===== config.mk =====
export PLATFORM = sky130hd
export DESIGN_NAME = issue_scoreboard
export DESIGN_NICKNAME = d
export VERILOG_FILES = /design/src/rtl/issue_scoreboard.sv
export SDC_FILE = /design/constraint.sdc
export NUM_CORES = 1
export LEC_CHECK = 0
export CAP_MARGIN = 20
export CORE_ASPECT_RATIO = 0.75
export CORE_MARGIN = 2
export CORE_UTILIZATION = 47
export CTS_CLUSTER_DIAMETER = 200
export DETAILED_ROUTE_END_ITERATION = 10
export GPL_TIMING_DRIVEN = 0
export PLACE_DENSITY = 0.72
export SLEW_MARGIN = 20
export SYNTH_ARGS = -nofsm -noshare
export SYNTH_HDL_FRONTEND = slang
export SYNTH_SLANG_ARGS = --single-unit

===== constraint.sdc =====
create_clock -name clk -period 8.05 [get_ports clk]
set_input_delay 0.805 -clock clk [delete_from_list [all_inputs] [get_ports clk]]
set_output_delay 0.805 -clock clk [all_outputs]
set_load 0.005 [all_outputs]

===== src/rtl/issue_scoreboard.sv =====
// issue_scoreboard: per-register write-latency countdowns gating dual-issue source readiness
module issue_scoreboard #(
  parameter int NUM_REGS = 16,
  parameter int LAT_W = 3
) (
  input  logic                clk,
  input  logic                rst,
  input  logic                flush,
  input  logic                iss0_valid,
  input  logic                iss0_rd_we,
  input  logic [3:0]          iss0_rd_addr,
  input  logic                iss0_rd2_we,
  input  logic [3:0]          iss0_rd2_addr,
  input  logic [LAT_W-1:0]    iss0_lat,
  input  logic                iss1_valid,
  input  logic                iss1_rd_we,
  input  logic [3:0]          iss1_rd_addr,
  input  logic                iss1_rd2_we,
  input  logic [3:0]          iss1_rd2_addr,
  input  logic [LAT_W-1:0]    iss1_lat,
  input  logic [3:0]          chk0_rs1_addr,
  input  logic [3:0]          chk0_rs2_addr,
  input  logic                chk0_rs1_used,
  input  logic                chk0_rs2_used,
  input  logic [3:0]          chk1_rs1_addr,
  input  logic [3:0]          chk1_rs2_addr,
  input  logic                chk1_rs1_used,
  input  logic                chk1_rs2_used,
  output logic                chk0_ready,
  output logic                chk1_ready,
  output logic [NUM_REGS-1:0] busy_mask,
  output logic                waw_same_cycle
);
  localparam logic [LAT_W-1:0] ONE = LAT_W'(1);
  logic [LAT_W-1:0] cnt [NUM_REGS];
  logic [LAT_W-1:0] cnt_nxt [NUM_REGS];
  logic [3:0] w_en;
  logic [3:0] w_a [4];
  logic [LAT_W-1:0] w_l [4];
  logic waw_nxt;
  // collect the four write ports; a flush discards every issue in its cycle
  always_comb begin
    w_en = {4{!flush}} & {iss1_valid & iss1_rd2_we, iss1_valid & iss1_rd_we,
                          iss0_valid & iss0_rd2_we, iss0_valid & iss0_rd_we};
    w_a[0] = iss0_rd_addr;
    w_a[1] = iss0_rd2_addr;
    w_a[2] = iss1_rd_addr;
    w_a[3] = iss1_rd2_addr;
    w_l[0] = iss0_lat;
    w_l[1] = iss0_lat;
    w_l[2] = iss1_lat;
    w_l[3] = iss1_lat;
  end
  // each counter decrements toward zero and is raised to the largest new latency aimed at it
  always_comb begin
    for (int r = 0; r < NUM_REGS; r++) begin
      cnt_nxt[r] = (cnt[r] != '0) ? cnt[r] - ONE : '0;
      for (int i = 0; i < 4; i++)
        if (r != 0 && w_en[i] && w_a[i] == 4'(r) && w_l[i] > cnt_nxt[r]) cnt_nxt[r] = w_l[i];
      if (flush) cnt_nxt[r] = '0;
    end
  end
  // flag a slot0/slot1 collision on the same nonzero destination
  always_comb begin
    waw_nxt = 1'b0;
    for (int i = 0; i < 2; i++)
      for (int j = 2; j < 4; j++)
        if (w_en[i] && w_en[j] && w_a[i] == w_a[j] && w_a[i] != '0) waw_nxt = 1'b1;
  end
  // counter and collision-pulse registers
  always_ff @(posedge clk) begin
    if (rst) begin
      for (int r = 0; r < NUM_REGS; r++) cnt[r] <= '0;
      waw_same_cycle <= 1'b0;
    end else begin
      for (int r = 0; r < NUM_REGS; r++) cnt[r] <= cnt_nxt[r];
      waw_same_cycle <= waw_nxt;
    end
  end
  // readiness looks only at registered counters, never at this cycle's issues
  always_comb begin
    for (int r = 0; r < NUM_REGS; r++) busy_mask[r] = r != 0 && cnt[r] != '0;
    chk0_ready = !(chk0_rs1_used && busy_mask[chk0_rs1_addr]) && !(chk0_rs2_used && busy_mask[chk0_rs2_addr]);
    chk1_ready = !(chk1_rs1_used && busy_mask[chk1_rs1_addr]) && !(chk1_rs2_used && busy_mask[chk1_rs2_addr]);
  end
endmodule


==> metrics.md, run 1 <==
| Metric | Value |
|---|---|
| Post-synth ARST share | 0% |
| Fillers | 1826 |
| Clock transition at path regs | around 0.070 ns |
| Finished Cell Area | 0.009990 mm² |
| First-pass GRT wire length | 49470 µm |
| R2R Setup Slk | 0.83 ns |
| Initial antenna violation count | 0 |
| Worst r2r src | cnt[0][10] |
| CP max FO | 25 |
| Clock latency on the worst-skew pair | 0.31 ns |
| Final setup vio count | 0 |
| Top cell type by total area after synthesis | ha_1 |
| Sequential area share after synthesis | 10.46% |
| Worst reg2reg endpoint | cnt[0][9] |
| Result of the run | completed |
| Worst EP required | 8.27 ns |
| Comb pwr share | 38.2% |
| DIE WIDTH | ~160 µm |
| Hold Fails Final Rpt | 0 |
| Crit end category | flip-flop |
| Post-synth EDFFs | 0 |
| Min-delay src | cnt[0][10] |
| Worst-Margin Slew | 1.161 ns |
| Dpl ws | -0.6190 ns |
| Level count of the clock H-tree | 2 |
| Endpoint, Worst Hold | cnt[0][10] |
| Core box area | 0.01840 mm² |
| Max frequency | 0.1287 GHz |
| Worst path slowest cell | a2111oi_2 |
| Final setup slack of the worst path | 0.2800 ns |
| Height of the die | 122.5 µm |
| Hold Crit Depth | 4 |
| DRC | 0 |
| CTS tree | built |
| Critical Path Source Type | primary input |
| Clock power frac | between 30% and 40% |
| Top cells by area, synth | ha_1 21%, dfxtp_1 10%, mux2_2 5.5% |
| # nets final | roughly 1400 |
| Final clock skew | 0.003529 ns |
| Cell Area, Synth | 0.008805 mm² |
| Antenna-violating nets left | 0 |
| Pwr/cell area | 73.12 mW/mm² |
| Sequential power share | 31.6% |
| Primary FF master, synth | dfxtp_1 |
| Cts bufs inserted | 5 |
| Avg Cell Area, Syn | 7.875 µm² |
| RSZ-0062 raised after global routing | no |
| Total Wirelength | 33220 µm |
| Max-Slew Margin vs Limit | about 22% |
| LEAKAGE | 4.063 nW |
| Routed WL per cell | 23.06 µm |
| Number of global-route vias before repair | around 8400 |
| WS Path Type | primary input to flip-flop |
| Maximum vdd ir drop | 0.08130 mV |
| MaxCap Viol Count | 0 |
| Worst Hold Class | flip-flop to flip-flop |
| Die area | about 0.020 mm² |
| Pre-antenna DRT Iters | 7 |
| Site Rows | 43 |
| Power Total | 0.0007305 W |
| Number of synthesized register bits | 46 |
| Area of the multi-input gates | around 0.0076 mm² |
| Most frequent CP cell | ha_1 |
| Port bufs | 62 |
| Layout area overhead | 13.46% |
| Synth unique cells | 80 |
| Register area | approximately 920 µm² |
| Psw | between 0.0002 and 0.0003 W |
| R2r worst-path depth | 26 |
| Pin count of the biggest net entering global routing | 32 |
| Iteration-0 DRC Markers | approximately 1200 |
| Internal | 0.0004538 W |
| GRT Resource Usage Total | 33.00% |
| Final Max Tran Viols | 0 |
| Synth top area share | 21.32% |
| Hpwl dp | 25240 µm |
| I/O pin cnt | 70 |
| CTS sink count | 46 |
| Placed inst area | ~0.0098 mm² |
| Syn nets | roughly 1300 |
| Synth Warn # | 0 |
| Switching share of total power | 37.87% |
| Share of cells above drive strength 1 | 10.32% |
| Routed vias/inst | between 6 and 7 |
| Fin crit period | 7.770 ns |
| Vias | 9520 |
| Clk root buf | clkbuf_16 |
| Final period utilization | 96.52% |
| Critical path data arrival time | 7.99 ns |
| Final GP Congestion | 1.038 |
| Initial core utilization | 47.85% |
| Clock Tree Buf Depth | 2 |
| Grt ovf | 0 |
| Largest stage delay on the critical path | 0.64 ns |
| Post-synthesis cell count | 1118 |
[area by class of cell]
type	instances	area share, %
multi-input cells	987	75.91
flip-flops and latches	46	9.218
repair buffers	66	6.964
well taps	247	3.094
inverters	47	1.766
plain buffers	38	1.566
clock buffers	6	1.290
clock inverters	2	0.1378
diodes	2	0.05010
[power groups by stage]
stage	clock, W	combinational (W)	sequential (W)
3_3_place_gp	0	0.000256	0.000236
5_1_grt	0.000223	0.000302	0.000231
6_report	0.000221	0.000279	0.000230
2_1_floorplan	0	0.000153	0.000235
3_5_place_dp	0	0.000268	0.000236
4_1_cts	0.000217	0.000270	0.000230
[worst max-delay path: cells and delay by family]
family	cells	cell delay (ns)
buffers and inverters	5	1.34
adder cells (fa/ha/maj)	4	1.14
AO/OA/AOI/OAI	8	2.93
AND/OR/NAND/NOR	5	0.47
multiplexers	3	1.27
[logic make-up after synthesis]
logic type	after synthesis	synth area share [%]
adders and majority gates	152	21.54
muxes	80	12.04
xor gates and xnor gates	16	1.592
and+or+nand+nor	365	21.97
buffers and inverters	85	3.737
AOI/OAI and AO/OA	373	28.62
other	1	0.04259
DFF	46	10.46
[state kept, by name, summed over array words and instances, names as in the netlist]
name            flops
waw_same_cycle      1
cnt                45
[routing by layer]
metal / routed length [µm] / track usage, % / up-vias
met1: 14280 / 46.74 / 4408
met2: 13180 / 47.26 / 589
met3: 4781 / 10.00 / 80
met4: 989 / 11.39 / 0
li1: - / - / 4443
met5: 0 / 0 / -
[cell usage in the layout, fill, tap and decap left out, types with 8 or more instances in the layout]
master           Yosys  layout
ha_1               150     150
o21ai_0             90      90
nand2_1             78      78
nor2b_1             70      70
nor2_1              69      69
a21oi_1             58      58
clkdlybuf4s50_1      0      58
inv_1               47      46
dfxtp_1             46      46
mux2_2              43      43
o21a_1              37      37
a31oi_1             32      32
clkbuf_1            31      29
nand3_1             28      28
a211oi_1            24      23
mux2i_1             20      20
o31ai_1             16      16
mux4_2              16      16
nand2b_1            15      15
nor3_1              15      15
and2_1              13      13
or3_1               13      13
o211ai_1            13      13
xnor2_1             12      12
and3_1              11      11
or2_2               10      10
o22ai_1             11      10
o211a_1              9       9
o31a_1               9       9
or3b_2               8       8
a31o_2               8       8
[through the flow]
stage	hold slack, ns	std cells	TNS, ns	util, %
final	0.8622	1441	0	54.29
after global routing	0.8851	1439	0	54.26
after CTS	0.8400	1439	0	54.09
after detailed placement	0.8295	1431	-4.879	53.30
after global placement	0.7971	1427	-24.37	52.90
after floorplan	0.6800	1118	0	-
[cells in the mapped netlist, types with 4 or more instances]
| cell | n |
|---|---|
| nand3_1 | 28 |
| nand4_1 | 4 |
| xor2_1 | 4 |
| nor2_1 | 69 |
| a211oi_1 | 24 |
| mux2_2 | 43 |
| or3_1 | 13 |
| o31a_1 | 9 |
| o2111ai_1 | 6 |
| o21ai_0 | 90 |
| o211ai_1 | 13 |
| or2_2 | 10 |
| or3b_2 | 8 |
| nor3b_1 | 4 |
| o21ai_1 | 5 |
| nor4_1 | 7 |
| nand2_1 | 78 |
| and2_1 | 13 |
| a221oi_1 | 5 |
| inv_1 | 47 |
| dfxtp_1 | 46 |
| a21oi_1 | 58 |
| nand3b_1 | 5 |
| nor3_1 | 15 |
| nor2b_1 | 70 |
| o211a_1 | 9 |
| a31o_2 | 8 |
| clkbuf_1 | 31 |
| and3b_1 | 5 |
| mux2i_1 | 20 |
| a2111oi_2 | 4 |
| o21a_1 | 37 |
| nand2b_1 | 15 |
| o31ai_1 | 16 |
| a31oi_1 | 32 |
| ha_1 | 150 |
| a2bb2oi_1 | 4 |
| and3_1 | 11 |
| o22ai_1 | 11 |
| xnor2_1 | 12 |
| mux4_2 | 16 |
| a21boi_0 | 6 |
[worst max path at each step]
| stage | from | end | cells after the start |
|---|---|---|---|
| 2_1_floorplan | iss0_lat[0] | cnt[0][9] | 27 |
| 3_3_place_gp | iss0_lat[0] | cnt[0][6] | 26 |
| 3_5_place_dp | iss0_lat[0] | cnt[0][7] | 26 |
| 4_1_cts | iss0_lat[0] | cnt[0][7] | 26 |
| 5_1_grt | iss0_lat[0] | cnt[0][9] | 28 |
| 6_report | iss0_lat[0] | cnt[0][35] | 25 |
[repair_timing]
item / in CTS / in global routing
buffers inserted: 0 / 0
hold buffers: 0 / 0
gates resized for setup: 1 / 7
hold endpoints to repair: 0 / 0
pin swaps: 0 / 0
setup endpoints to repair: 8 / 15
Power figures use the tool's default switching activity.
==> inputs of run 2 (changes only) <==
GPL_TIMING_DRIVEN = unset   (was 0)
RECOVER_POWER = 50   (was unset)
==> metrics.md, run 2 (synthesized netlist as in run 1, its figures left out) <==
| Metric | Value |
|---|---|
| Sequential power share | 32.2% (+0.6 points) |
| Final GP Congestion | 0.9498 (-8.5%) |
| Psw | 0.0002562 W (-7.4%) |
| Placed Cells | 1411 (-1.4%) |
| Area of the multi-input gates | 0.007562 mm² (-0.28%) |
| Worst-Margin Slew | 0.8746 ns (-0.2863 ns) |
| WHS | 0.8095 ns (-0.05267 ns) |
| Height of the die | 122.5 µm (unchanged) |
| Worst Hold Class | flip-flop to flip-flop |
| Critical Path Source Type | primary input |
| Max-Slew Margin vs Limit | 41.63% (+19 points) |
| Port bufs | 68 (+9.7%) |
| Clk root buf | clkbuf_16 |
| Final setup TNS | 0 ns (unchanged) |
| Die area | 0.01986 mm² (unchanged) |
| CTS sink count | 46 (unchanged) |
| Vias | 9113 (-4.3%) |
| Clock latency on the worst-skew pair | 0.31 ns (about the same) |
| GRT Resource Usage Total | 29.04% (-4.0 points) |
| Finished Layout Cells | 1419 (-1.5%) |
| Final clock skew | 0.001061 ns (-0.002468 ns) |
| Number of global-route vias before repair | 8319 (-1.1%) |
| Most frequent cells in the layout | 150 x ha_1, 90 x o21ai_0, 78 x nand2_1 |
| Top reg by flops | cnt |
| Initial antenna violation count | 0 (unchanged) |
| Final setup vio count | 0 (unchanged) |
| Grt ovf | 0 (unchanged) |
| Pwr/cell area | 72.23 mW/mm² (-1.2%) |
| Iteration-0 DRC Markers | 894 (-24%) |
| I/O pin cnt | 70 (unchanged) |
| Hold_buf cts | 0 (unchanged) |
| Critical path data arrival time | 7.44 ns (-0.55 ns) |
| Antenna-violating nets left | 0 (unchanged) |
| Level count of the clock H-tree | 2 (unchanged) |
| Pre-antenna DRT Iters | 5 (-2) |
| LEAKAGE | 4.099 nW (+0.88%) |
| Ant. Diodes | 0 (-2) |
| # nets final | 1372 (-1.4%) |
| Fillers | 1768 (-3.2%) |
| Setup Buffers After CTS | 0 (unchanged) |
| DIE WIDTH | 162.0 µm (unchanged) |
| Post-CTS Resized | 0 (-1) |
| WS Path Type | primary input to flip-flop |
| Cts bufs inserted | 5 (unchanged) |
| DRC | 0 (unchanged) |
| Commonest non-fill, non-tap cell in the layout | ha_1 |
| Clock transition at path regs | 0.07 ns (about the same) |
| Pin count of the biggest net entering global routing | 39 (+22%) |
| CP max FO | 32 (+28%) |
| Top flop regs | cnt: 45 flops, waw_same_cycle: 1 flops |
| Clock power frac | 31.4% (+1.1 points) |
| Routed WL per cell | 19.98 µm (-13%) |
| Max FFs per register | 45 (unchanged) |
| MaxCap Viol Count | 0 (unchanged) |
| Max frequency | 0.1389 GHz (+7.9%) |
| Worst EP required | 8.29 ns (+0.02 ns) |
| CTS tree | built |
| Layout area overhead | 12.60% |
| Comb pwr share | 36.4% (-1.8 points) |
| Hold Crit Depth | 3 (-1) |
| Crit end category | flip-flop |
| Result of the run | completed |
| Internal | 0.0004600 W (+1.4%) |
| Final period utilization | 89.44% (-7.1 points) |
| Core box area | 0.01840 mm² (unchanged) |
| Switching share of total power | 35.77% (-2.1 points) |
| Total Wirelength | 28350 µm (-15%) |
| Share of cells above drive strength 1 | 10.15% (-0.17 points) |
| Hpwl dp | 21510 µm (-15%) |
| Initial core utilization | 47.85% (unchanged) |
| Fin crit period | 7.200 ns (-0.5704 ns) |
| R2r worst-path depth | 27 (+3.8%) |
| First-pass GRT wire length | 45130 µm (-8.8%) |
| Final setup slack of the worst path | 0.8504 ns (+0.5704 ns) |
| RSZ-0062 raised after global routing | no |
| Clock Tree Buf Depth | 2 (unchanged) |
| Dpl ws | 0.6984 ns (+1.317 ns) |
| Hold Fails Final Rpt | 0 (unchanged) |
| Maximum vdd ir drop | 0.06767 mV (-17%) |
| Routed vias/inst | 6.422 (-2.8%) |
| Final Max Tran Viols | 0 (unchanged) |
| Register area | 920.9 µm² (unchanged) |
| Site Rows | 43 (unchanged) |
## run 2: cell types whose count changed in the layout (fill, tap and decap cells not counted), sizes merged
cell,change
dlymetal6s2s,-1
clkdlybuf4s50,-13
dlygate4sd3,+19
clkinv,-1
buf,+4
clkbuf,-28
diode,-2
## run 2: metrics by stage
stage | utilization (%) | cell area (µm²) | power [W]
6_report | 53.88 | 9915 | 0.0007162
3_5_place_dp | 53.09 | 9769 | 0.0004917
3_3_place_gp | 53.09 | 9769 | 0.0004846
4_1_cts | 53.90 | 9917 | 0.0007129
2_1_floorplan | - | 8805 | 0.0003884
5_1_grt | 53.88 | 9915 | 0.0007528
## run 2: layer usage
metal  share of wire (%)  vias up  global-route usage (%)
met3                  10       61                   5.238
met5                   0        -                       0
met4                 2.7        0                   9.292
li1                    -     4391                       -
met2                  41      404                   44.55
met1                  46     4257                   41.29
## run 2: final timing paths
| check | from | endpoint | slack, ns |
|---|---|---|---|
| max | iss0_lat[0] | cnt[0][7] | 0.85 |
| min | cnt[0][29] | cnt[0][29] | 0.81 |
| max reg2reg | cnt[0][11] | cnt[0][9] | 1.23 |
| min reg2reg | cnt[0][29] | cnt[0][29] | 0.81 |
## run 2: cell type report
type / count / area share (%)
timing repair buffer: 84 / 8.051
inverter: 47 / 1.779
multi-input combinational: 987 / 76.27
clock inverter: 1 / 0.05048
clock buffer: 7 / 1.439
sequential: 46 / 9.288
tap: 247 / 3.117
## run 2: power by group through the flow
stage               combinational [W]  clock (W)  sequential, W
floorplan                    0.000153          0       0.000235
global placement             0.000249          0       0.000236
detailed placement           0.000256          0       0.000236
CTS                          0.000257   0.000225       0.000230
global route                 0.000288   0.000234       0.000231
finish                       0.000261   0.000225       0.000231
## run 2: worst max-delay path, cell delays in order
cell	delay, ns
dlygate4sd3_1	0.57
inv_1	0.26
buf_12	0.26
ha_1	0.26
a31oi_1	0.14
o211a_1	0.29
mux2_2	0.36
ha_1	0.29
o22ai_1	0.19
a21oi_1	0.06
a2111oi_1	0.48
a2111oi_0	0.13
nor4_1	0.54
ha_1	0.34
nand3_1	0.08
nand2_1	0.05
a211oi_1	0.57
mux2_2	0.41
ha_1	0.29
nor2b_1	0.14
o21a_1	0.16
o211ai_1	0.23
nor2b_1	0.26
o21ai_0	0.11
a21oi_1	0.14
==> inputs of run 3 (changes only) <==
GPL_TIMING_DRIVEN = 0   (was unset)
==> metrics.md, run 3 (synthesized netlist as in run 1, its figures left out) <==
| Metric | Value |
|---|---|
| Critical path data arrival time | 7.96 ns (+0.52 ns) |
| LEAKAGE | 4.106 nW (+0.18%) |
| Number of global-route vias before repair | 8413 (+1.1%) |
| Antenna-violating nets left | 0 (unchanged) |
| Routed WL per cell | 23.02 µm (+15%) |
| DIE WIDTH | 162.0 µm (unchanged) |
| Routed vias/inst | 6.617 (+3.0%) |
| Finished Cell Area | 0.009976 mm² (+0.62%) |
| R2r worst-path depth | 26 (-3.7%) |
| Pre-antenna DRT Iters | 5 (unchanged) |
| Critical Path Source Type | primary input |
| Hold_buf cts | 0 (unchanged) |
| Maximum vdd ir drop | 0.07957 mV (+18%) |
| Pwr/cell area | 72.89 mW/mm² (+0.91%) |
| Worst EP required | 8.26 ns (-0.03 ns) |
| # nets final | 1392 (+1.5%) |
| Final period utilization | 96.26% (+6.8 points) |
| Hold Fails Final Rpt | 0 (unchanged) |
| Hold Crit Depth | 4 (+1) |
| Clk root buf | clkbuf_16 |
| Pin count of the biggest net entering global routing | 32 (-18%) |
| Level count of the clock H-tree | 2 (unchanged) |
| Worst reg2reg endpoint | cnt[0][9] |
| Most frequent CP cell | ha_1 |
| Core box area | 0.01840 mm² (unchanged) |
| RSZ-0062 raised after global routing | no |
| Min-delay src | cnt[0][10] |
| Clock Tree Buf Depth | 2 (unchanged) |
| Fin crit period | 7.749 ns (+0.5492 ns) |
| Worst r2r src | cnt[0][10] |
| GRT Resource Usage Total | 33.00% (+4.0 points) |
| Power Total | 0.0007271 W (+1.5%) |
| Layout Utilization | 54.22% (+0.33 points) |
| Grt ovf | 0 (unchanged) |
| CTS tree | built |
| Clock transition at path regs | 0.07 ns (about the same) |
| Final Max Tran Viols | 0 (unchanged) |
| I/O pin cnt | 70 (unchanged) |
| Endpoint, Worst Hold | cnt[0][10] |
| Largest stage delay on the critical path | 0.64 ns (+0.07 ns) |
| Final clock skew | 0.002766 ns (+0.001706 ns) |
| Final setup vio count | 0 (unchanged) |
| Finished Layout Cells | 1441 (+1.6%) |
| Max FFs per register | 45 (unchanged) |
| Most frequent cells in the layout | 150 x ha_1, 90 x o21ai_0, 78 x nand2_1 |
| Clock latency on the worst-skew pair | 0.31 ns (about the same) |
| Total Wirelength | 33170 µm (+17%) |
| Worst Setup SP | iss0_lat[0] |
| Crit path buf inv count | 5 (+2) |
| WS Path Type | primary input to flip-flop |
| Worst-Margin Slew | 1.386 ns (+0.5114 ns) |
| Layout area overhead | 13.30% |
| R2R Setup Slk | 0.80 ns (-0.43 ns) |
| Worst Hold Class | flip-flop to flip-flop |
| Worst path slowest cell | a31oi_1 |
| Initial antenna violation count | 0 (unchanged) |
| Commonest non-fill, non-tap cell in the layout | ha_1 |
| DRC | 0 (unchanged) |
| Final GP Congestion | 1.038 (+9.3%) |
| Initial core utilization | 47.85% (unchanged) |
| CP top delay family | compound AO/OA/AOI/OAI gates |
| Top flop regs | cnt: 45 flops, waw_same_cycle: 1 flops |
| Die area | 0.01986 mm² (unchanged) |
| Iteration-0 DRC Markers | 1071 (+20%) |
| Crit end category | flip-flop |
| Site Rows | 43 (unchanged) |
| Height of the die | 122.5 µm (unchanged) |
| Max frequency | 0.1291 GHz (-7.1%) |
| Vias | 9535 (+4.6%) |
| MaxCap Viol Count | 0 (unchanged) |
| First-pass GRT wire length | 49470 µm (+9.6%) |
| Result of the run | completed |
| WHS | 0.8654 ns (+0.05585 ns) |
| Port bufs | 62 (-8.8%) |
| Max-Slew Margin vs Limit | 7.598% (-34 points) |
| CP max FO | 25 (-22%) |
| Top reg by flops | cnt |
| Share of cells above drive strength 1 | 10.15% (about the same) |
| Cts bufs inserted | 5 (unchanged) |
| Placed Cells | 1431 (+1.4%) |
| Hpwl dp | 25240 µm (+17%) |
| CTS sink count | 46 (unchanged) |
| Placed inst area | 0.009808 mm² (+0.40%) |
## run 3: timing repair
item | in CTS | in global routing
gates resized for setup | 1 | 7
gates cloned | 0 | 0
buffers inserted | 0 | 0
setup endpoints to repair | 8 | 15
## run 3: how the worst max path moves through the flow
stage / end / depth (start not counted)
after floorplan: cnt[0][9] / 27
after global placement: cnt[0][6] / 26
after detailed placement: cnt[0][7] / 26
after CTS: cnt[0][7] / 26
after global routing: cnt[0][9] / 28
final: cnt[0][35] / 25
## run 3: worst register-to-register path, delay by kind of cell (launching register included)
| family | cells | cell delay [ns] |
|---|---|---|
| adders and majority gates | 4 | 1.18 |
| and+or+nand+nor | 9 | 2.47 |
| AOI/OAI and AO/OA | 10 | 2.40 |
| muxes | 2 | 0.64 |
| DFF | 1 | 0.36 |
| buffers and inverters | 1 | 0.11 |
## run 3: per-layer routing
| metal | global-route usage, % | routed length, µm | up-vias |
|---|---|---|---|
| met4 | 11.39 | 1043 | 0 |
| met5 | 0 | 0 | - |
| met3 | 10.00 | 4759 | 79 |
| met1 | 46.74 | 14290 | 4400 |
| li1 | - | - | 4449 |
| met2 | 47.26 | 13080 | 607 |
## run 3: layout make-up
type | count | area [µm²]
Fill cell | 1830 | 8424
Multi-Input combinational cell | 987 | 7579
Sequential cell | 46 | 920.9
Timing Repair Buffer | 66 | 686.9
Tap cell | 247 | 309.0
Inverter | 47 | 176.4
Buffer | 38 | 156.4
Clock buffer | 6 | 128.9
Clock inverter | 2 | 13.76
Antenna cell | 2 | 5.005
## run 3: report_power, final
| part | internal, W | switching, W | total (W) |
|---|---|---|---|
| clock network | 0.000116 | 0.000104 | 0.000219 |
| registers | 0.000229 | 0.00000168 | 0.000230 |
| logic | 0.000108 | 0.000169 | 0.000277 |
| total | 0.000453 | 0.000274 | 0.000727 |
## run 3: through the flow
| stage | setup slack, ns | TNS, ns |
|---|---|---|
| 5_1_grt | 0.03598 | 0 |
| 2_1_floorplan | 1.070 | 0 |
| 3_5_place_dp | -0.6190 | -4.879 |
| 3_3_place_gp | -1.101 | -24.37 |
| 4_1_cts | 0.04247 | 0 |
| 6_report | 0.3012 | 0 |
